$ cat src/rtl/vga_panel_scheduler.sv
// vga_panel_scheduler: shares the single VGA pixel-write port among the
// volume (0), pitch (1) and distortion (2) effect panels. Each redraw request
// queues a job that draws the panel's on/off box (17x7) and then its 16-pixel
// level bar, one pixel per cycle. Pending requests are served round-robin.
// Optional build macro VGA_SCHED_CLEAR_EN: after reset the whole 160x120
// frame is cleared to OFF_COLOUR and then all three panels are redrawn.
module vga_panel_scheduler #(
    parameter logic [7:0]  X_BASE      = 8'd25,
    parameter logic [7:0]  PANEL_PITCH = 8'd40,
    parameter logic [11:0] ON_COLOUR   = 12'h9d5,
    parameter logic [11:0] BAR_COLOUR  = 12'ha35,
    parameter logic [11:0] OFF_COLOUR  = 12'h000
) (
    input  logic        Clock,
    input  logic        Reset,
    input  logic        VolumeGo,
    input  logic        PitchGo,
    input  logic        DistortionGo,
    input  logic        VolumeOn,
    input  logic        PitchOn,
    input  logic        DistortionOn,
    input  logic [6:0]  volume_data,
    input  logic [6:0]  pitch_data,
    input  logic [6:0]  distortion_data,
    output logic [7:0]  x,
    output logic [6:0]  y,
    output logic [11:0] colour,
    output logic        writeEn,
    output logic        Busy,
    output logic [2:0]  DrawDone
);

    localparam logic [6:0] BOX_Y_TOP  = 7'd21;
    localparam logic [6:0] BOX_Y_BOT  = 7'd27;
    localparam logic [6:0] BAR_Y_BOT  = 7'd51;
    localparam logic [6:0] BAR_Y_TOP  = 7'd36;
    localparam logic [7:0] BOX_W_LAST = 8'd16;
    localparam logic [7:0] BAR_X_OFF  = 8'd8;
`ifdef VGA_SCHED_CLEAR_EN
    localparam logic [7:0] CLR_X_LAST = 8'd159;
    localparam logic [6:0] CLR_Y_LAST = 7'd119;
`endif

    typedef enum logic [2:0] {
        S_IDLE  = 3'd0,
        S_BOX   = 3'd1,
        S_BAR   = 3'd2,
        S_DONE  = 3'd3,
        S_CLEAR = 3'd4
    } state_t;

    state_t      state_r;
    logic [2:0]  pending_r;
    logic [1:0]  rr_ptr_r;
    logic [1:0]  grant_r;
    logic        on_r;
    logic [3:0]  height_r;
    logic [7:0]  x0_r;
    logic [7:0]  cx_r;
    logic [6:0]  cy_r;

    logic [2:0]  go_s;
    logic [1:0]  grant_idx_s;
    logic [2:0]  pend_clr_s;
    logic        grant_on_s;
    logic [6:0]  grant_level_s;
    logic [7:0]  grant_x0_s;
    logic [6:0]  bar_row_s;
    logic        bar_lit_s;

    // First requesting panel at or after ptr, wrapping modulo 3.
    function automatic logic [1:0] pick_next(input logic [2:0] req, input logic [1:0] ptr);
        logic [2:0] idx;
        logic [1:0] sel;
        sel = ptr;
        for (int k = 2; k >= 0; k--) begin
            idx = {1'b0, ptr} + 3'(k);
            if (idx >= 3'd3) begin
                idx = idx - 3'd3;
            end else begin
                idx = idx;
            end
            if (req[idx[1:0]]) begin
                sel = idx[1:0];
            end else begin
                sel = sel;
            end
        end
        return sel;
    endfunction

    // Panel index that follows g in round-robin order.
    function automatic logic [1:0] next_ptr(input logic [1:0] g);
        logic [1:0] n;
        case (g)
            2'd0:    n = 2'd1;
            2'd1:    n = 2'd2;
            default: n = 2'd0;
        endcase
        return n;
    endfunction

    // Arbitration, grant-time snapshot selection and bar lit/unlit decision.
    always_comb begin
        go_s        = {DistortionGo, PitchGo, VolumeGo};
        grant_idx_s = pick_next(pending_r, rr_ptr_r);
        if ((state_r == S_IDLE) && (pending_r != 3'b000)) begin
            pend_clr_s = 3'b001 << grant_idx_s;
        end else begin
            pend_clr_s = 3'b000;
        end
        case (grant_idx_s)
            2'd1: begin
                grant_on_s    = PitchOn;
                grant_level_s = pitch_data;
                grant_x0_s    = X_BASE + PANEL_PITCH;
            end
            2'd2: begin
                grant_on_s    = DistortionOn;
                grant_level_s = distortion_data;
                grant_x0_s    = X_BASE + PANEL_PITCH + PANEL_PITCH;
            end
            default: begin
                grant_on_s    = VolumeOn;
                grant_level_s = volume_data;
                grant_x0_s    = X_BASE;
            end
        endcase
        bar_row_s = BAR_Y_BOT - cy_r;
        bar_lit_s = (bar_row_s < {3'b000, height_r});
    end

    // Job sequencer: pending capture, grant, pixel emission and done pulse.
    always_ff @(posedge Clock) begin
        if (!Reset) begin
`ifdef VGA_SCHED_CLEAR_EN
            state_r <= S_CLEAR;
`else
            state_r <= S_IDLE;
`endif
            pending_r <= 3'b000;
            rr_ptr_r  <= 2'd0;
            grant_r   <= 2'd0;
            on_r      <= 1'b0;
            height_r  <= 4'd0;
            x0_r      <= 8'd0;
            cx_r      <= 8'd0;
            cy_r      <= 7'd0;
            x         <= 8'd0;
            y         <= 7'd0;
            colour    <= 12'h000;
            writeEn   <= 1'b0;
            Busy      <= 1'b0;
            DrawDone  <= 3'b000;
        end else begin
            // A Go on the granted panel in the grant cycle re-queues it.
            pending_r <= (pending_r & ~pend_clr_s) | go_s;
            DrawDone  <= 3'b000;
            case (state_r)
                S_IDLE: begin
                    writeEn <= 1'b0;
                    if (pending_r != 3'b000) begin
                        grant_r  <= grant_idx_s;
                        on_r     <= grant_on_s;
                        height_r <= grant_level_s[6:3];
                        x0_r     <= grant_x0_s;
                        cx_r     <= grant_x0_s;
                        cy_r     <= BOX_Y_TOP;
                        Busy     <= 1'b1;
                        state_r  <= S_BOX;
                    end else begin
                        Busy <= 1'b0;
                    end
                end
                S_BOX: begin
                    x       <= cx_r;
                    y       <= cy_r;
                    colour  <= on_r ? ON_COLOUR : OFF_COLOUR;
                    writeEn <= 1'b1;
                    if (cx_r == (x0_r + BOX_W_LAST)) begin
                        if (cy_r == BOX_Y_BOT) begin
                            cx_r    <= x0_r + BAR_X_OFF;
                            cy_r    <= BAR_Y_BOT;
                            state_r <= S_BAR;
                        end else begin
                            cx_r <= x0_r;
                            cy_r <= cy_r + 7'd1;
                        end
                    end else begin
                        cx_r <= cx_r + 8'd1;
                    end
                end
                S_BAR: begin
                    x       <= cx_r;
                    y       <= cy_r;
                    colour  <= bar_lit_s ? BAR_COLOUR : OFF_COLOUR;
                    writeEn <= 1'b1;
                    if (cy_r == BAR_Y_TOP) begin
                        state_r <= S_DONE;
                    end else begin
                        cy_r <= cy_r - 7'd1;
                    end
                end
                S_DONE: begin
                    writeEn  <= 1'b0;
                    Busy     <= 1'b0;
                    DrawDone <= 3'b001 << grant_r;
                    rr_ptr_r <= next_ptr(grant_r);
                    state_r  <= S_IDLE;
                end
`ifdef VGA_SCHED_CLEAR_EN
                S_CLEAR: begin
                    x       <= cx_r;
                    y       <= cy_r;
                    colour  <= OFF_COLOUR;
                    writeEn <= 1'b1;
                    Busy    <= 1'b1;
                    if (cx_r == CLR_X_LAST) begin
                        cx_r <= 8'd0;
                        if (cy_r == CLR_Y_LAST) begin
                            pending_r <= 3'b111;
                            state_r   <= S_IDLE;
                        end else begin
                            cy_r <= cy_r + 7'd1;
                        end
                    end else begin
                        cx_r <= cx_r + 8'd1;
                    end
                end
`endif
                default: begin
                    writeEn <= 1'b0;
                    Busy    <= 1'b0;
                    state_r <= S_IDLE;
                end
            endcase
        end
    end

endmodule

$ cat config.mk
export PLATFORM = sky130hd
export DESIGN_NAME = vga_panel_scheduler
export DESIGN_NICKNAME = d
export VERILOG_FILES = /design/src/rtl/vga_panel_scheduler.sv
export SDC_FILE = /design/constraint.sdc
export NUM_CORES = 1
export LEC_CHECK = 0
export ABC_CLOCK_PERIOD_IN_PS = 3600
export BUFFER_PORTS_ARGS = -buffer_cell sky130_fd_sc_hd__buf_2
export CAP_MARGIN = 0
export CORE_AREA = 5 5 137 113
export CTS_CLUSTER_DIAMETER = 120
export DETAILED_ROUTE_END_ITERATION = 16
export DIE_AREA = 0 0 142 118
export HOLD_SLACK_MARGIN = 0.08
export MAX_ROUTING_LAYER = met4
export PLACE_DENSITY = 0.51
export SLEW_MARGIN = 20
export SYNTH_ARGS = -nofsm -noshare
export SYNTH_HDL_FRONTEND = slang
export SYNTH_SLANG_ARGS = --single-unit
export TNS_END_PERCENT = 5
$ cat constraint.sdc
create_clock -name Clock -period 3.6 [get_ports Clock]
set_input_delay 0.18 -clock Clock [delete_from_list [all_inputs] [get_ports Clock]]
set_output_delay 0.18 -clock Clock [all_outputs]
set_load 0.01 [all_outputs]
Yosys cells after proc, flatten, opt, wreduce, memory -nomap -nowiden

Index checks and enable logic that the tools add are counted.

Add/sub/neg operators: 11
Magnitude comparators: 7
Eq/ne operators: 14
Shifts and indexed selects: 2
Mux-type cells: 37
Bitwise logic cells: 3
Reduce and logical (&&, ||, !) cells: 13

Operator list:

| kind                                                                          | number |
|---|---|
| 7-bit two-way mux                                                             | 4 |
| 7-bit one-hot mux with 2 select lines                                         | 2 |
| 12-bit two-way mux                                                            | 2 |
| 8-bit two-way mux                                                             | 3 |
| 12-bit one-hot mux with 2 select lines                                        | 1 |
| 7-bit one-hot mux with 3 select lines                                         | 1 |
| 8-bit one-hot mux with 2 select lines                                         | 1 |
| 3-bit two-way mux                                                             | 5 |
| 2-bit two-way mux                                                             | 6 |
| 2-bit by 3-bit less-than comparator with 1-bit output (second input constant) | 3 |
| 3-bit one-hot mux with 3 select lines                                         | 1 |
| 8-bit by 1-bit adder with 8-bit output (second input constant)                | 1 |
| 8-bit by 4-bit adder with 8-bit output (second input constant)                | 1 |
| 8-bit by 5-bit adder with 8-bit output (second input constant)                | 1 |
| 8-bit == test                                                                 | 1 |
| 2-bit != test (second input constant)                                         | 4 |
| 4-bit AND reduction                                                           | 2 |
| 7-bit by 1-bit adder with 7-bit output (second input constant)                | 1 |
| 7-bit by 5-bit == test with 1-bit output (second input constant)              | 1 |
| 7-bit by 6-bit == test with 1-bit output (second input constant)              | 1 |
| 7-bit by 4-bit less-than comparator with 1-bit output                         | 1 |
| 6-bit by 7-bit subtractor with 7-bit output (first input constant)            | 1 |
| 7-bit by 1-bit subtractor with 7-bit output (second input constant)           | 1 |
| 1-bit binary-select mux with 2-bit select                                     | 3 |
| other kinds (24)                                                              | 39 |

Register bits after elaboration: 70
Bits of input ports: 29
Output and inout port bits: 32
Word-level logic and storage cells: 102

Depth between registers and ports, before layout

Gate-level depths: netlist of run 1.

Depth after elaboration: 13
Depth in mapped cells: 15
Depth with buffers taken out: 13

Worst setup path after synthesis of run 1

Ideal clock, no wire load.

Path kind: flip-flop to flip-flop
From: register rr_ptr_r[0]
To: register height_r[2]
Setup time: 0.070 ns
Data arrival time: 2.539 ns
Required time: 3.530 ns
Slack: 0.990 ns
Cell stages (with the launch flop): 13
Path buffers: 1
Clock period less this slack: 2.610 ns
Path through: dfxtp_1 inv_1 ha_1 or3b_1 o21ai_0 a222oi_1 inv_2 ha_1 clkbuf_1 nand2_1 o21ai_0 nand2_1 a21oi_1

Longest elaborated chain between the ends: 10
Elaborated cells on any way between the ends: 23
Those cells by class: 5 x add/sub; 3 x order compare; 2 x eq/ne; 13 x mux

RTL lines:

| element                                                                            | line   | text |
|---|---|---|
| start: declaration                                                                 | 54     | `logic [1:0] rr_ptr_r;` |
| start signal: assignment                                                           | 208    | `rr_ptr_r <= next_ptr(grant_r);` |
| 2-bit by 2-bit adder with 3-bit output                                             | 77     | `idx = {1'b0, ptr} + 3'(k);` |
| 3-bit by 2-bit >= comparator with 1-bit output or 2-bit subtractor (tied branches) | 78, 79 |  |
| 2-bit two-way mux                                                                  | 78     | `if (idx >= 3'd3) begin` |
| 1-bit binary-select mux with 2-bit select                                          | 83     | `if (req[idx[1:0]]) begin` |
| 1-bit two-way mux (not written as such)                                            | 83     |  |
| 2-bit two-way mux (2 in series)                                                    | 83     |  |
| 2-bit two-way mux *                                                                | 83     |  |
| via grant_idx_s[1]                                                                 | 63     | `logic [1:0] grant_idx_s;` |
| 2-bit == test or 2-bit by 1-bit == test with 1-bit output (tied branches)          | 112    | `case (grant_idx_s)` |
| 7-bit one-hot mux with 2 select lines *                                            | 112    |  |
| end signal: assignment                                                             | 165    | `height_r <= grant_level_s[6:3];` |
| end: declaration                                                                   | 57     | `logic [3:0] height_r;` |

The timed path passes the listed nets; every way through them passes the cells marked *. The select of a mux whose other input is x is not followed.
A chain may end at the register's enable or synchronous reset.

Worst setup path after layout of run 1

From: register rr_ptr_r[0]
To: register on_r

Longest elaborated chain between the ends: 10
Elaborated cells on any way between the ends: 23
Those cells by class: 5 x add/sub; 3 x order compare; 2 x eq/ne; 13 x mux

RTL lines:

| element                                                                            | line   | text |
|---|---|---|
| 2-bit by 2-bit adder with 3-bit output                                             | 77     |  |
| 3-bit by 2-bit >= comparator with 1-bit output or 2-bit subtractor (tied branches) | 78, 79 |  |
| 2-bit two-way mux                                                                  | 78     |  |
| 1-bit binary-select mux with 2-bit select                                          | 83     |  |
| 1-bit two-way mux (not written as such)                                            | 83     |  |
| 2-bit two-way mux (2 in series)                                                    | 83     |  |
| 2-bit two-way mux *                                                                | 83     |  |
| 2-bit == test or 2-bit by 1-bit == test with 1-bit output (tied branches)          | 112    |  |
| 1-bit one-hot mux with 2 select lines *                                            | 112    |  |
| end signal: assignment                                                             | 164    | `on_r <= grant_on_s;` |
| end: declaration                                                                   | 56     | `logic on_r;` |

Mark *: on every way between the ends. The rest lies on a longest branch, timed or not. The select of a mux whose other input is x is not followed.

==> impl_metrics.tcl, run 1 <==
set metrics [dict create \
    detail_route.first_pass.iterations 4 \
    arrival_ns 3.38 \
    cts_tree "done" \
    htreeDepth 3 \
    grt_pass1_wl_um 16020 \
    end_kind "register" \
    power_leakage_nw 1.697 \
    wl_per_cell_um 14.54 \
    vdd_drop_max_mv 0.2694 \
    hpwl_um 7039 \
    rsz0062_at_grt "no" \
    synthCells 443 \
    async_flop_share_pct 0 \
    synth-edff-count 0 \
    slew_violations 0 \
    yosys_warnings 0 \
    final_util_pct 29.70 \
    min_period_ns 3.140 \
    hp-class "in2reg" \
    gr-total-overflow 0 \
    cts_made_buffers 9 \
    core_mm2 0.01396 \
    cts_root_buf "clkbuf_16" \
    path_clk_slew_ns 0.05 \
    io_buffer_count 48 \
    fin_setup_tns_ns 0 \
    dr_total_vias 3245 \
    p_per_area_mw_per_mm2 752.8 \
    critPathKind "reg2reg" \
    clock_sinks 57 \
    fin_nets 525 \
    fp-row-count 39 \
    relSlewSlack_pct 48.63 \
    tightestPinTransition_ns 0.7689 \
    io_pins 61 \
    drv_cap 0 \
    antenna_left 0 \
    finClkSkew_ns 0.006009 \
    fp.dieArea_mm2 0.01676 \
    antenna_found_initial 0 \
    fmaxAchievable_mhz 318.5 \
    synth_cell_types 66 \
    grt_use_total_pct 12.03 \
    drtIter0Drc 172 \
    grt_pass1_vias 3170 \
    synth-seq-cells 57 \
    finalSetupViolCount 0 \
    synthFlopType "dfxtp_1" \
    drc 0 \
    fin_crit_sh_pct 87.22 \
    gp_congestion 0.8313 \
    die_y_um 118 \
    cp_max_fo 13 \
    wl_um 9624 \
    cp-start-kind "register" \
    grt_max_degree 30 \
    netlist_area_mm2 0.003536 \
    die_x_um 142 \
    start_util_pct 25.34 \
    drive_gt1_share_pct 15.27 \
    area_growth_pct 17.23 \
    seq_area_frac_synth_pct 32.27 \
    cts_buffer_depth 2 \
    vias_per_cell 4.902 \
    status "complete, no violations" \
    n_antenna_cell 0 \
    crit_required_ns 3.84 \
    clk_latency_ns 0.32 \
    syn_avg_cell_area_um2 7.982 \
    hold_viol 0 \
]
==> layout by cell type, fill, tap and decap left out, drive strengths merged, types with 8 or more instances in the layout <==
| cell type | n |
|---|---|
| a21oi | 29 |
| buf | 51 |
| nand3 | 12 |
| mux2i | 19 |
| xor2 | 8 |
| dfxtp | 57 |
| inv | 18 |
| nor3 | 10 |
| ha | 23 |
| nor2 | 48 |
| o21ai | 37 |
| clkbuf | 13 |
| nand2 | 45 |
==> critical path, stage by stage, from the launching register on <==
cell       delay (ns)
dfxtp_1          0.44
inv_1            0.13
ha_1             0.37
mux2_2           0.31
nor2_1           0.04
a2111oi_0        0.61
o32ai_1          0.18
ha_1             0.57
nand2_1          0.08
o21ai_0          0.09
nand2_1          0.08
a21oi_1          0.16
==> report_power, final <==
part	switching, W	internal (W)
sequential	0.000190	0.000777
combinational	0.000858	0.000519
clock	0.000278	0.000498
total	0.00133	0.00179
==> metrics by stage <==
| step | instance area [µm²] | std cells | hold WS (ns) | total power [W] | setup WS (ns) |
|---|---|---|---|---|---|
| 2_1_floorplan | 3543 | 445 | 0.2974 | 0.001986 | 0.9904 |
| 3_3_place_gp | 3850 | 644 | 0.3900 | 0.002346 | 0.5917 |
| 3_5_place_dp | 3850 | 644 | 0.4060 | 0.002350 | 0.4816 |
| 4_1_cts | 4145 | 662 | 0.1345 | 0.003151 | 0.4500 |
| 5_1_grt | 4145 | 662 | 0.1474 | 0.003376 | 0.1783 |
| 6_report | 4145 | 662 | 0.1512 | 0.003121 | 0.4601 |
==> registers in the layout, summed over array words and instances (netlist names), 2 cells and up <==
| signal | flops |
|---|---|
| height_r | 4 |
| state_r | 2 |
| DrawDone | 3 |
| y | 7 |
| x | 8 |
| x0_r | 5 |
| rr_ptr_r | 2 |
| pending_r | 3 |
| cx_r | 8 |
| cy_r | 7 |
| colour | 3 |
| grant_r | 2 |
==> metal layers <==
layer,vias up,part of all wire [%],track usage (%)
met4,0,0.62,2.998
met2,79,46,18.31
met3,7,4.6,3.493
met1,1526,49,15.65
li1,1633,-,-
met5,-,0,-
==> logic make-up after synthesis <==
| group | share of synthesized area [%] |
|---|---|
| adders and majority gates | 8.139 |
| DFF | 32.27 |
| AOI/OAI and AO/OA | 23.28 |
| xor gates and xnor gates | 3.220 |
| other | 0.1061 |
| and+or+nand+nor | 19.53 |
| muxes | 6.051 |
| buffers and inverters | 7.395 |
==> Yosys cell counts, drive strengths merged (7+ instances only) <==
cell type / instances / area share, %
a21oi: 29 / 4.2
nand3: 12 / 1.7
o21ai: 37 / 5.3
nand2: 45 / 4.8
inv: 18 / 1.9
clkbuf: 19 / 2.1
buf: 17 / 3.2
nor2: 48 / 5.1
xor2: 8 / 2.0
ha: 23 / 8.1
nor2b: 7 / 1.2
dfxtp: 57 / 32
mux2i: 19 / 5.7
nor3: 10 / 1.4
==> layout make-up <==
cell class | instances | area, µm²
Inverter | 20 | 75.07
Timing Repair Buffer | 53 | 282.8
Tap cell | 184 | 230.2
Sequential cell | 57 | 1141
Clock buffer | 13 | 260.3
Multi-Input combinational cell | 332 | 2141
Fill cell | 1515 | 9811
Clock inverter | 3 | 15.01
==> worst paths after layout <==
path	start	to	slack, ns	depth (start not counted)
worst min-delay path	VolumeGo	pending_r[0]$_SDFF_PN0_	0.15	3
worst min register to register	height_r[3]$_SDFFE_PN0P_	height_r[3]$_SDFFE_PN0P_	0.46	2
worst max register to register	rr_ptr_r[0]$_SDFFE_PN0N_	on_r$_SDFFE_PN0P_	0.46	11
worst max-delay path	rr_ptr_r[0]$_SDFFE_PN0N_	on_r$_SDFFE_PN0P_	0.46	11
==> repair_timing <==
action,CTS,global route
endpoints found under the hold margin,2,0
hold buffers,2,0
resized for setup,0,0
buffers inserted,0,0
Power figures use the tool's default switching activity.
==> run 2, diff against run 1 <==
--- a/config.mk
+++ b/config.mk
@@ -5,13 +5,14 @@
 export SDC_FILE = /design/constraint.sdc
 export NUM_CORES = 1
 export LEC_CHECK = 0
+export ABC_AREA = 1
 export ABC_CLOCK_PERIOD_IN_PS = 3600
 export BUFFER_PORTS_ARGS = -buffer_cell sky130_fd_sc_hd__buf_2
 export CAP_MARGIN = 0
-export CORE_AREA = 5 5 137 113
+export CORE_AREA = 5 5 134 110
 export CTS_CLUSTER_DIAMETER = 120
 export DETAILED_ROUTE_END_ITERATION = 16
-export DIE_AREA = 0 0 142 118
+export DIE_AREA = 0 0 139 115
 export HOLD_SLACK_MARGIN = 0.08
 export MAX_ROUTING_LAYER = met4
 export PLACE_DENSITY = 0.51
==> impl_metrics.tcl, run 2 <==
set metrics [dict create \
    status "complete, no violations" \
    gr-total-overflow 0 \
    crit_start "rr_ptr_r[0]$_SDFFE_PN0N_" \
    grt_use_total_pct 12.18 \
    dp_cells 699 \
    syn_avg_cell_area_um2 6.901 \
    synth-adder-area-share_pct 8.528 \
    power_leakage_nw 1.819 \
    cts_made_buffers 9 \
    crit_end "height_r[0]$_SDFFE_PN0P_" \
    clk_latency_ns 0.32 \
    synth_xor_area_share_pct 2.076 \
    crit_required_ns 3.86 \
    die_x_um 139 \
    wl_um 9236 \
    hold_viol 0 \
    drive_gt1_share_pct 14.74 \
    power_w 0.003154 \
    synth.top_cells.by_count "119 x nand2_1, 57 x dfxtp_1, 53 x inv_1" \
    p_per_area_mw_per_mm2 775.2 \
    fp.dieArea_mm2 0.01599 \
    synth_top_family_by_area "simple AND/OR/NAND/NOR gates" \
    io_pins 61 \
    fin_crit_sh_pct 74.18 \
    finalSetupViolCount 0 \
    cp-start-kind "register" \
    synth_area_leaders "dfxtp_1 34%, nand2_1 13%, ha_1 8.5%" \
    synth-edff-count 0 \
    async_flop_share_pct 0 \
    grt_max_degree 28 \
    stdcell_count 716 \
    vias_per_cell 4.575 \
    io_buffer_count 48 \
    critPathKind "reg2reg" \
    yosys_warnings 0 \
    pwr-share-seq_pct 30.0 \
    fin_nets 583 \
    top_regs "cx_r x8, x x8" \
    worstReg2RegEnd "height_r[0]$_SDFFE_PN0P_" \
    htreeDepth 3 \
    synthCells 489 \
    grt_pass1_vias 3078 \
    antenna_found_initial 0 \
    tightestPinTransition_ns 0.7067 \
    drc 0 \
    ctsResizeCount 0 \
    min_path_cells 3 \
    drv_cap 0 \
    yosys.area.top_type_share_pct 33.82 \
    r2r_slack_ns 0.93 \
    end_kind "register" \
    synth_mux_area_share_pct 0 \
    synthFlopType "dfxtp_1" \
    layout_common_cells "119 x nand2_1, 57 x dfxtp_1, 53 x inv_1" \
    crit_slowest_cell "dfxtp_1" \
    min_period_ns 2.670 \
    clock_sinks 57 \
    start_util_pct 25.35 \
    synth_cell_types 37 \
    n_antenna_cell 0 \
    cts_hold_buf 1 \
    synthSimpleGateAreaFrac_pct 26.77 \
    layout_commonest_cell "nand2_1" \
    switching_share_pct 41.94 \
    area_growth_pct 20.58 \
    grt_pass1_wl_um 15270 \
    netSwitchingPower_w 0.001323 \
    hpwl_um 6962 \
    timing.rr.start "rr_ptr_r[0]$_SDFFE_PN0N_" \
    path_cells "inv_1 > ha_1 > inv_1 > nand2_1 > nand3b_1 > nand2_1 > inv_1 > nand2_1 > nand2_1 > nand2_1 > nand2_1 > inv_2 > ha_1 > nor2_1 > nand2_1 > a31oi_1" \
    cp_slowest_stage_delay_ns 0.37 \
    cp_max_fo 6 \
    cts_tree "done" \
    core_mm2 0.01331 \
    gp_congestion 0.8826 \
    arrival_ns 2.93 \
    hp-class "in2reg" \
    clkPwrFrac_pct 28.5 \
    die_y_um 115 \
    yosysMostFrequentCell "nand2_1" \
    drtIter0Drc 245 \
    synth-seq-cells 57 \
    vdd_drop_max_mv 0.2939 \
    postCtsSetupRepairBufs 0 \
    comb_power_share_pct 41.5 \
    rsz0062_at_grt "no" \
    fin_setup_tns_ns 0 \
    cts_root_buf "clkbuf_16" \
    synth.largest_area_cell "dfxtp_1" \
    slew_violations 0 \
    cts_buffer_depth 2 \
    path_clk_slew_ns 0.05 \
    synth-compound-area-share_pct 18.58 \
    dr_total_vias 3276 \
    reg2reg_depth 16 \
    antenna_left 0 \
    detail_route.first_pass.iterations 5 \
    cpMostUsedCell "nand2_1" \
    wl_per_cell_um 12.90 \
    finClkSkew_ns 0.006810 \
    fp-row-count 38 \
    relSlewSlack_pct 52.83 \
    netlist_area_mm2 0.003374 \
    seq_area_frac_synth_pct 33.82 \
    p_int_w 0.001831 \
    fmaxAchievable_mhz 374.5 \
]
==> run 2: worst min-delay path by stage <==
stage,end,slack [ns],from
4_1_cts,pending_r[1]$_SDFF_PN0_,0.09,PitchGo
6_report,pending_r[1]$_SDFF_PN0_,0.08,PitchGo
3_5_place_dp,pending_r[2]$_SDFF_PN0_,0.40,DistortionGo
3_3_place_gp,pending_r[2]$_SDFF_PN0_,0.39,DistortionGo
2_1_floorplan,pending_r[1]$_SDFF_PN0_,0.30,PitchGo
5_1_grt,pending_r[1]$_SDFF_PN0_,0.12,PitchGo
==> run 2: cells by family (layout without fill, tap and decap cells) <==
kind of cell,Yosys count,in the layout
AO/OA/AOI/OAI,113,113
flip-flops,57,57
XOR/XNOR,8,8
other,1,3
buffers and inverters,81,126
AND/OR/NAND/NOR,206,206
adder cells (fa/ha/maj),23,23
==> run 2: layout make-up <==
cell class / instances / area [µm²]
inverters: 58 / 219.0
well taps: 180 / 225.2
clock inverters: 6 / 82.58
multi-input cells: 353 / 1899
fillers: 1451 / 9244
repair buffers: 52 / 272.8
clock buffers: 10 / 229.0
flip-flops and latches: 57 / 1141
==> run 2: through the flow <==
step	worst slack (ns)	area [µm²]	utilization [%]	hold WS, ns
after floorplan	1.324	3382	-	0.2974
after global placement	0.9735	3747	28.15	0.3931
after detailed placement	0.9267	3747	28.15	0.3974
after CTS	0.9144	4069	30.56	0.08694
after global routing	0.5611	4069	30.56	0.1172
final	0.9296	4069	30.56	0.08465
==> run 2: critical path, delay by kind of cell (launching register included) <==
kind / cells / cell delay [ns]
AOI/OAI and AO/OA: 1 / 0.16
adders and majority gates: 2 / 0.69
buffers and inverters: 4 / 0.34
DFF: 1 / 0.37
and+or+nand+nor: 9 / 1.03
==> run 2: routing by layer <==
metal	part of all wire, %	track usage [%]
met1	53	17.18
met2	39	17.02
met3	7.2	3.410
met4	1.1	3.325
met5	0	-
==> run 2: power by group through the flow <==
| stage | Clock (W) | Sequential [W] | Combinational, W |
|---|---|---|---|
| floorplan | 0 | 0.000925 | 0.000952 |
| global placement | 0 | 0.000953 | 0.00130 |
| detailed placement | 0 | 0.000960 | 0.00131 |
| CTS | 0.000924 | 0.000946 | 0.00132 |
| global route | 0.000947 | 0.000970 | 0.00151 |
| finish | 0.000900 | 0.000947 | 0.00131 |
